### src/rtl/ccip_async_multi_active_cnt.sv
// Per-channel pending-line counters with saturation, sticky error flags,
// high-water marks, almost-full warnings and a drain/quiesce handshake.
module ccip_async_multi_active_cnt #(
  parameter int N_CHAN        = 2,
  parameter int CNT_W         = 10,
  parameter int ALMFULL_SLACK = 8
) (
  input  logic                      clk,
  input  logic                      reset,
  input  logic [N_CHAN-1:0]         req_valid,
  input  logic [2*N_CHAN-1:0]       req_len,
  input  logic [N_CHAN-1:0]         rsp_valid,
  input  logic [2*N_CHAN-1:0]       rsp_len,
  input  logic                      drain_req,
  input  logic                      peak_clr,
  output logic [N_CHAN*CNT_W-1:0]   cnt,
  output logic [N_CHAN*CNT_W-1:0]   peak,
  output logic [N_CHAN-1:0]         almost_full,
  output logic [N_CHAN-1:0]         err_ovf,
  output logic [N_CHAN-1:0]         err_udf,
  output logic                      req_block,
  output logic                      idle,
  output logic                      drain_done
);

  localparam int SW = CNT_W + 2;
  localparam logic [CNT_W-1:0] CNT_MAX = {CNT_W{1'b1}};
  localparam logic [CNT_W-1:0] AF_TH   = CNT_W'((2**CNT_W) - ALMFULL_SLACK);

  logic [N_CHAN-1:0] next_zero;

  generate
    for (genvar gi = 0; gi < N_CHAN; gi++) begin : g_chan
      logic [2:0]          incr;
      logic [2:0]          decr;
      logic signed [SW-1:0] sum;
      logic [CNT_W-1:0]    cnt_reg;
      logic [CNT_W-1:0]    cnt_next;
      logic [CNT_W-1:0]    peak_reg;
      logic                af_reg;
      logic                ovf_reg;
      logic                udf_reg;
      logic                ovf_next;
      logic                udf_next;

      // Two spare bits let both overflow and a negative result be seen before clamping.
      always_comb begin
        incr     = req_valid[gi] ? ({1'b0, req_len[2*gi +: 2]} + 3'd1) : 3'd0;
        decr     = rsp_valid[gi] ? ({1'b0, rsp_len[2*gi +: 2]} + 3'd1) : 3'd0;
        sum      = $signed({2'b00, cnt_reg})
                 + $signed({{(SW-3){1'b0}}, incr})
                 - $signed({{(SW-3){1'b0}}, decr});
        cnt_next = sum[CNT_W-1:0];
        ovf_next = 1'b0;
        udf_next = 1'b0;
        if (sum[SW-1]) begin
          cnt_next = '0;
          udf_next = 1'b1;
        end else if (sum > $signed({2'b00, CNT_MAX})) begin
          cnt_next = CNT_MAX;
          ovf_next = 1'b1;
        end
      end

      always_ff @(posedge clk) begin
        if (reset) begin
          cnt_reg  <= '0;
          peak_reg <= '0;
          af_reg   <= 1'b0;
          ovf_reg  <= 1'b0;
          udf_reg  <= 1'b0;
        end else begin
          cnt_reg <= cnt_next;
          af_reg  <= (cnt_next >= AF_TH);
          ovf_reg <= ovf_reg | ovf_next;
          udf_reg <= udf_reg | udf_next;
          if (peak_clr || (cnt_next > peak_reg)) peak_reg <= cnt_next;
        end
      end

      assign cnt[gi*CNT_W +: CNT_W]  = cnt_reg;
      assign peak[gi*CNT_W +: CNT_W] = peak_reg;
      assign almost_full[gi]         = af_reg;
      assign err_ovf[gi]             = ovf_reg;
      assign err_udf[gi]             = udf_reg;
      assign next_zero[gi]           = (cnt_next == '0);
    end
  endgenerate

  typedef enum logic [1:0] {RUN, DRAIN, DONE} state_t;
  state_t state_reg, state_next;
  logic   idle_reg;

  // Withdrawing drain_req always wins, so DONE is only reachable while still requested.
  always_comb begin
    state_next = state_reg;
    case (state_reg)
      RUN:   if (drain_req) state_next = DRAIN;
      DRAIN: begin
        if (!drain_req) state_next = RUN;
        else if (idle_reg && !(|req_valid) && !(|rsp_valid)) state_next = DONE;
      end
      DONE: begin
        if (!drain_req) state_next = RUN;
        else if (|req_valid) state_next = DRAIN;
      end
      default: state_next = RUN;
    endcase
  end

  always_ff @(posedge clk) begin
    if (reset) begin
      state_reg <= RUN;
      idle_reg  <= 1'b1;
    end else begin
      state_reg <= state_next;
      idle_reg  <= &next_zero;
    end
  end

  assign idle       = idle_reg;
  assign req_block  = (state_reg != RUN);
  assign drain_done = (state_reg == DONE);

endmodule

### config.mk
export PLATFORM = sky130hd
export DESIGN_NAME = ccip_async_multi_active_cnt
export DESIGN_NICKNAME = d
export VERILOG_FILES = /design/src/rtl/ccip_async_multi_active_cnt.sv
export SDC_FILE = /design/constraint.sdc
export NUM_CORES = 1
export LEC_CHECK = 0
export CAP_MARGIN = 15
export CELL_PAD_IN_SITES_DETAIL_PLACEMENT = 0
export CELL_PAD_IN_SITES_GLOBAL_PLACEMENT = 1
export CORE_MARGIN = 2
export CORE_UTILIZATION = 35
export DETAILED_ROUTE_END_ITERATION = 7
export GPL_TIMING_DRIVEN = 0
export PLACE_DENSITY_LB_ADDON = 0.1
export SKIP_CTS_REPAIR_TIMING = 1
export SYNTH_ARGS = -nofsm -noshare
export SYNTH_HDL_FRONTEND = slang
export SYNTH_SLANG_ARGS = --single-unit
### constraint.sdc
create_clock -name clk -period 7.7 [get_ports clk]
set_input_delay 1.54 -clock clk [delete_from_list [all_inputs] [get_ports clk]]
set_output_delay 1.54 -clock clk [all_outputs]
set_load 0.05 [all_outputs]
==> impl_metrics.csv <==
group,metric,value,unit
critical_path,r2r-end,"g_chan[1].peak_reg[5]",
critical_path,rrSetupSlack,2.63,ns
clock_tree,clk_pin_slew,0.10,ns
critical_path,worstPathCellList,"clkdlybuf4s50_1 -> ha_1 -> and2_1 -> fa_1 -> inv_1 -> ha_1 -> a211oi_1 -> o21ai_1 -> a311oi_1 -> o21a_1 -> buf_1 -> a21oi_1 -> ha_1 -> and3_1 -> a221o_1 -> nand2_1 -> nand4b_1 -> a21oi_1 -> buf_2 -> mux2i_1 -> nor2_1",
critical_path,start_kind,"input pin",
global_route,antenna_found_initial,0,
synthesis,yosysWarnings,0,
layout,layout-drive-gt1-share,0.0694,
synthesis,yosysUniqueCellTypes,62,
floorplan,pin_count,65,
sta,min_period_over_period,0.869,
global_route,grt_use_total,0.172,
floorplan,coreArea,0.0104,mm²
clock_tree,cts_tree,"built",
clock_tree,cts_root_buf,"clkbuf_8",
route,top_layer,"met4",
placed_design,place_hpwl,7.63,mm
synthesis,synth_edf_count,0,
sta,maxSlewHeadroom,0.622,
run,maxCapViolations,0,
sta,worst_slew_pin_slew,0.561,ns
route,vias,3412,
sta,rsz0062_at_grt,"no",
sta,hold_violations,0,
critical_path,slowest_delay,0.57,ns
critical_path,crit_top_cell,"ha_1",
global_route,grt_pass1_vias,3247,
layout,final_common_cell,"clkdlybuf4s50_1",
route,drt-met1-wl,5.31,mm
route,viasPerCell,5.10,
synthesis,synth.ff_latch_count,49,
hold_path,min_path_type,"flop to flop",
sta,finClkSkew,0.00611,ns
synthesis,async_reset_ff_frac,0,
placed_design,io_buffer_count,64,
global_route,grt-ovfl-total,0,
route,drc,0,
layout,n_antenna_cell,0,
global_route,grt_max_degree,17,
floorplan,rows,37,
route,drt_iter0_drc,130,
clock_tree,htreeDepth,2,
critical_path,end_kind,"flop",
hold_path,min_to,"g_chan[1].ovf_reg",
clock_tree,clk-insertion-delay-late,0.31,ns
critical_path,crit_required,7.89,ns
layout,final_cell_mix,"64 x clkdlybuf4s50_1, 58 x inv_1, 50 x ha_1, 49 x dfxtp_1, 47 x a21oi_1",
floorplan,start_util,0.363,
clock_tree,clockBufferDepth,2,
synthesis,ys_seq_area_frac,0.260,
critical_path,rr_startpoint,"g_chan[1].cnt_reg[1]",
critical_path,cp.arrival,6.88,ns
critical_path,worstPathMaxFanout,10,
floorplan,die_h,108,µm
critical_path,critPathSlowestCell,"fa_1",
route,wl_per_cell,14.4,µm
sta,clock.fmax,150,MHz
synthesis,avgSynthCellArea,8.22,µm²
route,wl_met3,439,µm
layout,finalNetCount,604,
sta,final-max-slew-violation-count,0,
clock_tree,cts_made_buffers,5,
placed_design,gp_congestion,0.813,
route,drt_wl_total,9.66,mm
route,wl_met2,3.83,mm
floorplan,die_width,108,µm
outcome,outcome,"completed",
critical_path,worstSetupPathType,"input pin to flop",
layout,fill_cells,1090,
hold_path,hp-start,"g_chan[1].ovf_reg",
sta,fin_crit,6.69,ns
global_route,grt_pass1_wl,16.1,mm
synthesis,syn_area,0.00378,mm²
synthesis,synth_nets,532,
hold_path,whs_path_depth,2,
layout,final_util,0.451,
floorplan,die_area,0.0116,mm²
layout,area_growth,24.3,%
clock_tree,clock_sinks,49,
synthesis,syn-instance-count,460,
sta,tns,0,ns
critical_path,reg2reg_depth,19,
synthesis,yosys_most_used_dff,"dfxtp_1",
sta,setup_viol,0,
route,antenna_left,0,
route,firstDrtPassIters,4,
-- Yosys cell counts, types with 3 or more instances --
cell type,number,share of area
a31oi_2,6,0.020
mux2i_1,9,0.024
or2_2,3,0.0050
clkbuf_1,6,0.0060
inv_1,58,0.058
nor4_1,3,0.0050
nor3_1,8,0.011
o21ai_0,9,0.012
nand2b_1,6,0.0099
a211oi_1,4,0.0079
nor2_1,34,0.034
ha_1,50,0.17
o21ai_1,13,0.017
nand3_1,17,0.023
and3_1,5,0.0083
a21oi_1,47,0.062
o21bai_1,4,0.0079
buf_2,4,0.0053
nor2b_1,16,0.026
fa_1,6,0.032
buf_4,7,0.014
nand2_1,17,0.017
xor2_1,8,0.019
dfxtp_1,49,0.26
o211ai_1,7,0.014
and2_1,5,0.0083
o21a_1,6,0.012
xnor2_1,6,0.014
a21o_1,5,0.0099
-- final cells by class --
type | instances | area, µm² | area share
multi-input cells | 333 | 2470 | 0.527
flip-flops and latches | 49 | 981 | 0.209
repair buffers | 65 | 648 | 0.138
inverters | 60 | 225 | 0.0479
well taps | 136 | 170 | 0.0362
plain buffers | 18 | 98.8 | 0.0210
clock buffers | 6 | 82.6 | 0.0176
clock inverters | 2 | 17.5 | 0.00373
-- metal layers --
metal,vias up,track usage
met5,-,0
met4,0,0.0311
met3,7,0.0272
met2,75,0.251
met1,1570,0.267
li1,1760,-
-- worst max path at each step --
stage / slack [ns] / endpoint / from
6_report: 1.01 / g_chan[1].peak_reg[5] / rsp_len[2]
3_3_place_gp: 0.57 / g_chan[0].peak_reg[0] / rsp_len[0]
5_1_grt: 0.57 / g_chan[1].peak_reg[0] / rsp_len[2]
2_1_floorplan: 1.85 / g_chan[1].peak_reg[0] / rsp_len[2]
4_1_cts: 1.01 / g_chan[1].peak_reg[9] / rsp_len[2]
3_5_place_dp: 0.72 / g_chan[1].peak_reg[9] / rsp_len[2]
-- critical path: cells and delay by family --
family | cells | cell delay (ns)
AO/OA/AOI/OAI | 7 | 1.86
AND/OR/NAND/NOR | 5 | 0.59
adder cells (fa/ha/maj) | 4 | 1.47
multiplexers | 1 | 0.22
buffers and inverters | 4 | 1.19
-- stage by stage --
stage,worst slack [ns],hold WS (ns),cell area (µm²),cells
after floorplan,1.85,0.438,3780,460
after global placement,0.569,0.469,4590,660
after detailed placement,0.719,0.466,4600,661
after CTS,1.01,0.495,4700,669
after global routing,0.569,0.514,4700,669
final,1.01,0.489,4700,669
-- cell families after synthesis --
family          Yosys count  synth area share
compound gates          125             0.223
xor+xnor                 14            0.0324
buf+inv                  78            0.0857
flops                    49             0.260
fa+ha+maj                56             0.197
simple gates            129             0.178
mux                       9            0.0238
Power is left out: the tool's default activity adds up to more than one toggle a clock period on the data nets, which glitch-free logic cannot reach.
